<file path="src/rtl/muldiv_pkg.sv">
// rtl/muldiv_pkg.sv - shared types and constants for the M-extension sequencer
package muldiv_pkg;

    localparam int ITER_DEFAULT = 32;

    typedef enum logic [1:0] {
        ST_IDLE = 2'd0,
        ST_RUN  = 2'd1,
        ST_DONE = 2'd2
    } state_t;

    localparam logic [2:0] F3_MUL    = 3'b000;
    localparam logic [2:0] F3_MULH   = 3'b001;
    localparam logic [2:0] F3_MULHSU = 3'b010;
    localparam logic [2:0] F3_MULHU  = 3'b011;
    localparam logic [2:0] F3_DIV    = 3'b100;
    localparam logic [2:0] F3_DIVU   = 3'b101;
    localparam logic [2:0] F3_REM    = 3'b110;
    localparam logic [2:0] F3_REMU   = 3'b111;

    // Datapath mode bits derived from one funct3 value.
    typedef struct packed {
        logic div;
        logic signed_a;
        logic signed_b;
        logic sel_hi;
    } op_mode_t;

    function automatic op_mode_t decode_op(input logic [2:0] f3);
        op_mode_t m;
        m = '0;
        case (f3)
            F3_MUL:    m = '{div: 1'b0, signed_a: 1'b0, signed_b: 1'b0, sel_hi: 1'b0};
            F3_MULH:   m = '{div: 1'b0, signed_a: 1'b1, signed_b: 1'b1, sel_hi: 1'b1};
            F3_MULHSU: m = '{div: 1'b0, signed_a: 1'b1, signed_b: 1'b0, sel_hi: 1'b1};
            F3_MULHU:  m = '{div: 1'b0, signed_a: 1'b0, signed_b: 1'b0, sel_hi: 1'b1};
            F3_DIV:    m = '{div: 1'b1, signed_a: 1'b1, signed_b: 1'b1, sel_hi: 1'b0};
            F3_DIVU:   m = '{div: 1'b1, signed_a: 1'b0, signed_b: 1'b0, sel_hi: 1'b0};
            F3_REM:    m = '{div: 1'b1, signed_a: 1'b1, signed_b: 1'b1, sel_hi: 1'b1};
            F3_REMU:   m = '{div: 1'b1, signed_a: 1'b0, signed_b: 1'b0, sel_hi: 1'b1};
            default:   m = '0;
        endcase
        return m;
    endfunction

endpackage

</file>
<file path="src/rtl/muldiv_controller_iter_counter.sv">
// rtl/muldiv_controller_iter_counter.sv - iteration counter with terminal count
//
// Ports:
//   clk, rst_n : clock, asynchronous active-low reset
//   clear      : synchronous clear to 0 (wins over enable)
//   enable     : count up by one
//   tc         : high while the count equals ITER-1
module iter_counter
    import muldiv_pkg::*;
#(
    parameter int ITER = ITER_DEFAULT
) (
    input  logic clk,
    input  logic rst_n,
    input  logic clear,
    input  logic enable,
    output logic tc
);

    // Width of at least one bit so ITER=1 still elaborates.
    localparam int CW = (ITER > 1) ? $clog2(ITER) : 1;
    localparam logic [CW-1:0] LAST = CW'(ITER - 1);

    logic [CW-1:0] count_q;

    always_ff @(posedge clk or negedge rst_n) begin
        if (!rst_n) begin
            count_q <= '0;
        end else if (clear) begin
            count_q <= '0;
        end else if (enable) begin
            count_q <= count_q + 1'b1;
        end
    end

    assign tc = (count_q == LAST);

endmodule

</file>
<file path="src/rtl/muldiv_controller.sv">
// rtl/muldiv_controller.sv - sequencer for an iterative multiply/divide datapath
//
// Ports:
//   clk, rst_n    : clock, asynchronous active-low reset
//   start, funct3 : decode holds a valid M-op and its select
//   flush         : abort any operation, return to IDLE
//   div_zero      : divisor==0 flag, captured together with dp_load
//   stall         : freeze fetch/decode while an operation is in flight
//   dp_load       : load operands into the datapath
//   dp_step       : advance the datapath one iteration
//   dp_div, dp_signed_a, dp_signed_b, dp_sel_hi : datapath mode from latched funct3
//   result_valid  : one-cycle pulse, result ready for write-back
module muldiv_controller
    import muldiv_pkg::*;
#(
    parameter int ITER = ITER_DEFAULT
) (
    input  logic       clk,
    input  logic       rst_n,
    input  logic       start,
    input  logic [2:0] funct3,
    input  logic       flush,
    input  logic       div_zero,
    output logic       stall,
    output logic       dp_load,
    output logic       dp_step,
    output logic       dp_div,
    output logic       dp_signed_a,
    output logic       dp_signed_b,
    output logic       dp_sel_hi,
    output logic       result_valid
);

    state_t     state_q, state_d;
    logic [2:0] f3_q;
    logic       dz_q;
    logic       cnt_en;
    logic       cnt_tc;
    op_mode_t   mode;

    always_ff @(posedge clk or negedge rst_n) begin
        if (!rst_n) begin
            state_q <= ST_IDLE;
            f3_q    <= '0;
            dz_q    <= 1'b0;
        end else begin
            state_q <= state_d;
            if (dp_load) begin
                f3_q <= funct3;
                dz_q <= div_zero;
            end
        end
    end

    always_comb begin
        state_d      = state_q;
        stall        = 1'b0;
        dp_load      = 1'b0;
        dp_step      = 1'b0;
        result_valid = 1'b0;
        cnt_en       = 1'b0;
        // Reset gates the combinational start->load path so every output
        // is quiet while rst_n is low; flush overrides every state.
        if (!rst_n || flush) begin
            state_d = ST_IDLE;
        end else begin
            case (state_q)
                ST_IDLE: begin
                    if (start) begin
                        dp_load = 1'b1;
                        stall   = 1'b1;
                        state_d = ST_RUN;
                    end
                end
                ST_RUN: begin
                    stall = 1'b1;
                    // Divide by zero needs no iterations: the datapath
                    // result is already defined by the loaded operands.
                    if (f3_q[2] && dz_q) begin
                        state_d = ST_DONE;
                    end else begin
                        dp_step = 1'b1;
                        cnt_en  = 1'b1;
                        if (cnt_tc) begin
                            state_d = ST_DONE;
                        end
                    end
                end
                ST_DONE: begin
                    result_valid = 1'b1;
                    state_d      = ST_IDLE;
                end
                default: state_d = ST_IDLE;
            endcase
        end
    end

    iter_counter #(
        .ITER   (ITER)
    ) u_iter_counter (
        .clk    (clk),
        .rst_n  (rst_n),
        .clear  (dp_load | flush),
        .enable (cnt_en),
        .tc     (cnt_tc)
    );

    assign mode        = decode_op(f3_q);
    assign dp_div      = mode.div;
    assign dp_signed_a = mode.signed_a;
    assign dp_signed_b = mode.signed_b;
    assign dp_sel_hi   = mode.sel_hi;

endmodule

</file>
<file path="config.mk">
export PLATFORM = sky130hd
export DESIGN_NAME = muldiv_controller
export DESIGN_NICKNAME = d
export VERILOG_FILES = /design/src/rtl/muldiv_pkg.sv /design/src/rtl/muldiv_controller_iter_counter.sv /design/src/rtl/muldiv_controller.sv
export SDC_FILE = /design/constraint.sdc
export NUM_CORES = 1
export LEC_CHECK = 0
export ABC_AREA = 1
export CORE_MARGIN = 3
export CORE_UTILIZATION = 35
export CTS_CLUSTER_DIAMETER = 40
export CTS_CLUSTER_SIZE = 8
export DETAILED_ROUTE_END_ITERATION = 6
export GPL_TIMING_DRIVEN = 0
export SKIP_LAST_GASP = 1
export SYNTH_ARGS = -nofsm -noshare
export SYNTH_HDL_FRONTEND = slang
export SYNTH_HIERARCHICAL = 1
export SYNTH_SLANG_ARGS = --single-unit
</file>
<file path="constraint.sdc">
create_clock -name clk -period 1.7 [get_ports clk]
set_input_delay 0.255 -clock clk [delete_from_list [all_inputs] [get_ports clk]]
set_output_delay 0.255 -clock clk [all_outputs]
set_load 0.01 [all_outputs]
</file>
==> results.cfg <==
[worst_setup_path]
crit_path_start_kind = flip-flop
cpPeakStageDelay_ns = 0.60
path_class = reg -> out
crit_family = buffers and inverters
cp-end-kind = output port
crit_path_top_delay_cell = clkdlybuf4s50_1
crit_fanout = 9
worstPathRequired_ns = 1.44
cp_cell_sequence = clkdlybuf4s50_1
cp.buffers_inverters = 1
arrival_ns = 1.37

[yosys]
synthesis.nets = 93
ys_types = 14
ys_seq_area_frac = 0.431
synthCells = 81
synth-simple-area-share = 0.321
syn_area_sq_um = 639
ys_seq_elements = 11
synth_fa_ha_area_frac = 0.0783
synthMuxAreaShare = 0
yosysWarnings = 6
synth_top_family_by_area = simple AND/OR/NAND/NOR gates
synthXorXnorAreaFrac = 0
synth_compound_area_frac = 0.0763
avgSynthCellArea_sq_um = 7.89
yosysTopAreaCell = dfrtp_1
netlist.area_leader.share = 0.431
synth_area_leaders = dfrtp_1 43%, nand2_1 14%, inv_1 9.4%, ha_1 7.8%, nand4_1 4.9%

[route]
drt-initial-drc-count = 9
wl_um = 1300
vias = 573
antenna_left = 0
wl_per_cell_um = 10.0
dr.pass1.iters = 2
drc = 0
drt-vias-per-instance = 4.41

[placement]
gp_congestion = 0.731
dp_cells = 120
dp_hpwl_um = 927
port_buffers = 15
place_area_sq_um = 820

[grt]
first_global_vias = 497
grt_first_pass_wirelength_um = 2130
grt_start_max_net_pins = 12
antenna_found_initial = 0
grt.overflow.total = 0
grt_usage = 0.117

[clocking]
clk_pin_slew_ns = 0.07
cts_tree = done
cts_root_buffer = clkbuf_4
h-tree-depth = 1
cts_max_path_buffers = 2
cts_buffers = 3
cts.sinks = 11
clk_latency_ns = 0.27

[finish]
drive_above_1_share = 0.198
final_cell_count_no_fill = 130
syn_to_final_growth_pct = 41.1
design_area_sq_um = 902
diodes = 0
nets = 119
fillers = 167
regArea_sq_um = 275
multi_input_area_sq_um = 330

[run]
maxCapViolCount = 0

[timing]
rsz0062_at_grt = false
drv_slew = 0
hold_viol = 0
worstMarginPinSlew_ns = 0.515
fin_skew_ns = 0.00321
period_share = 0.955
finalSetupViolations = 0
setup_tns_ns = 0
fmax_mhz = 616
period_needed_ns = 1.62
maxSlewHeadroom = 0.656
whs_ns = 0.494

[die]
fp.dieW_um = 48.7
ios = 16
row_count = 14
core-area_sq_mm = 0.00161
die_h_um = 48.7
fp.dieArea_sq_mm = 0.00238
initial_core_util = 0.397

[min_path]
min_path_type = in -> async

[power_and_ir_drop]
leakage_nw = 0.490
ir_drop_mv = 0.453
p_total_uw = 715
pwr_density_cell_mw_per_mm2 = 792

[run_status]
status = completed
==> layout by cell type, fill, tap and decap left out <==
cell | netlist | final
a21oi_1 | 3 | 2
a21oi_2 | 1 | 1
a21oi_4 | 0 | 1
buf_2 | 0 | 1
buf_4 | 0 | 5
clkbuf_1 | 0 | 1
clkbuf_2 | 0 | 2
clkbuf_4 | 0 | 3
clkdlybuf4s15_1 | 0 | 1
clkdlybuf4s50_1 | 0 | 6
dfrtp_1 | 11 | 11
dlygate4sd2_1 | 0 | 4
dlygate4sd3_1 | 0 | 1
dlymetal6s2s_1 | 0 | 1
ha_1 | 4 | 4
inv_1 | 16 | 16
nand2_1 | 23 | 22
nand2_2 | 0 | 1
nand3_1 | 2 | 2
nand3_2 | 2 | 1
nand3_4 | 0 | 1
nand4_1 | 5 | 5
nor2_1 | 3 | 3
nor2_2 | 3 | 2
nor2_4 | 2 | 3
nor3_1 | 1 | 1
o21ai_0 | 5 | 5
==> synthesized netlist by cell type, drive strengths merged <==
cell type  instances
nand3              4
dfrtp             11
a21oi              4
nand2             23
o21ai              5
nor3               1
ha                 4
inv               16
nor2               8
nand4              5
==> worst paths after layout <==
path / depth (start not counted) / start / slack (ns) / endpoint
worst min-delay path: 2 / rst_n / 0.49 / state_q[0]
min in group clk: 2 / u_iter_counter/count_q[4] / 0.50 / u_iter_counter/count_q[4]
worst min register to register: 2 / u_iter_counter/count_q[4] / 0.50 / u_iter_counter/count_q[4]
max in group asynchronous: 2 / rst_n / 0.86 / u_iter_counter/count_q[2]
worst max-delay path: 1 / f3_q[2] / 0.08 / dp_div
worst max register to register: 9 / state_q[0] / 0.31 / u_iter_counter/count_q[3]
==> per-stage QoR <==
stage | util | worst slack (ns)
after floorplan | - | 0.206
after global placement | 0.509 | -1.15
after detailed placement | 0.509 | -1.17
after CTS | 0.557 | -0.0726
after global routing | 0.560 | 0.00804
final | 0.560 | 0.0773
==> state kept, by name, indices dropped and copies added (netlist names) <==
register                count
state_q                     2
f3_q                        3
u_iter_counter/count_q      5
dz_q                        1
==> logic make-up after synthesis <==
kind of cell	count (synthesis)
AO/OA/AOI/OAI	9
flip-flops	11
adder cells (fa/ha/maj)	4
AND/OR/NAND/NOR	41
buffers and inverters	16
==> where the power goes <==
group	switching (mW)	internal, mW
Combinational	0.112	0.0969
Clock	0.0883	0.0909
Sequential	0.0350	0.292
==> worst reg2reg max path, delay by kind of cell, from the launching register on <==
family | cells | cell delay, ns
AOI/OAI and AO/OA | 1 | 0.19
buffers and inverters | 1 | 0.06
DFF | 1 | 0.43
and+or+nand+nor | 7 | 0.61
==> layer usage <==
| metal | GRT usage | share of wire | up-vias |
|---|---|---|---|
| met3 | 0.0184 | 0.033 | 4 |
| met4 | 0.0711 | 0.022 | 0 |
| li1 | - | - | 308 |
| met1 | 0.153 | 0.47 | 248 |
| met5 | 0 | 0 | - |
| met2 | 0.181 | 0.47 | 13 |
==> layout make-up <==
| type | instances | area share |
|---|---|---|
| Multi-Input combinational cell | 54 | 0.366 |
| Sequential cell | 11 | 0.305 |
| Timing Repair Buffer | 21 | 0.200 |
| Inverter | 16 | 0.0666 |
| Tap cell | 24 | 0.0333 |
| Clock buffer | 4 | 0.0291 |
==> what timing repair did <==
action / in CTS / in global routing
hold buffers: 1 / 0
resized for setup: 17 / 6
endpoints found under the hold margin: 11 / 0
setup endpoints to repair: 12 / 4
setup buffers: 4 / 1
pin swaps: 2 / 1
(Power assumes the default switching activity.)
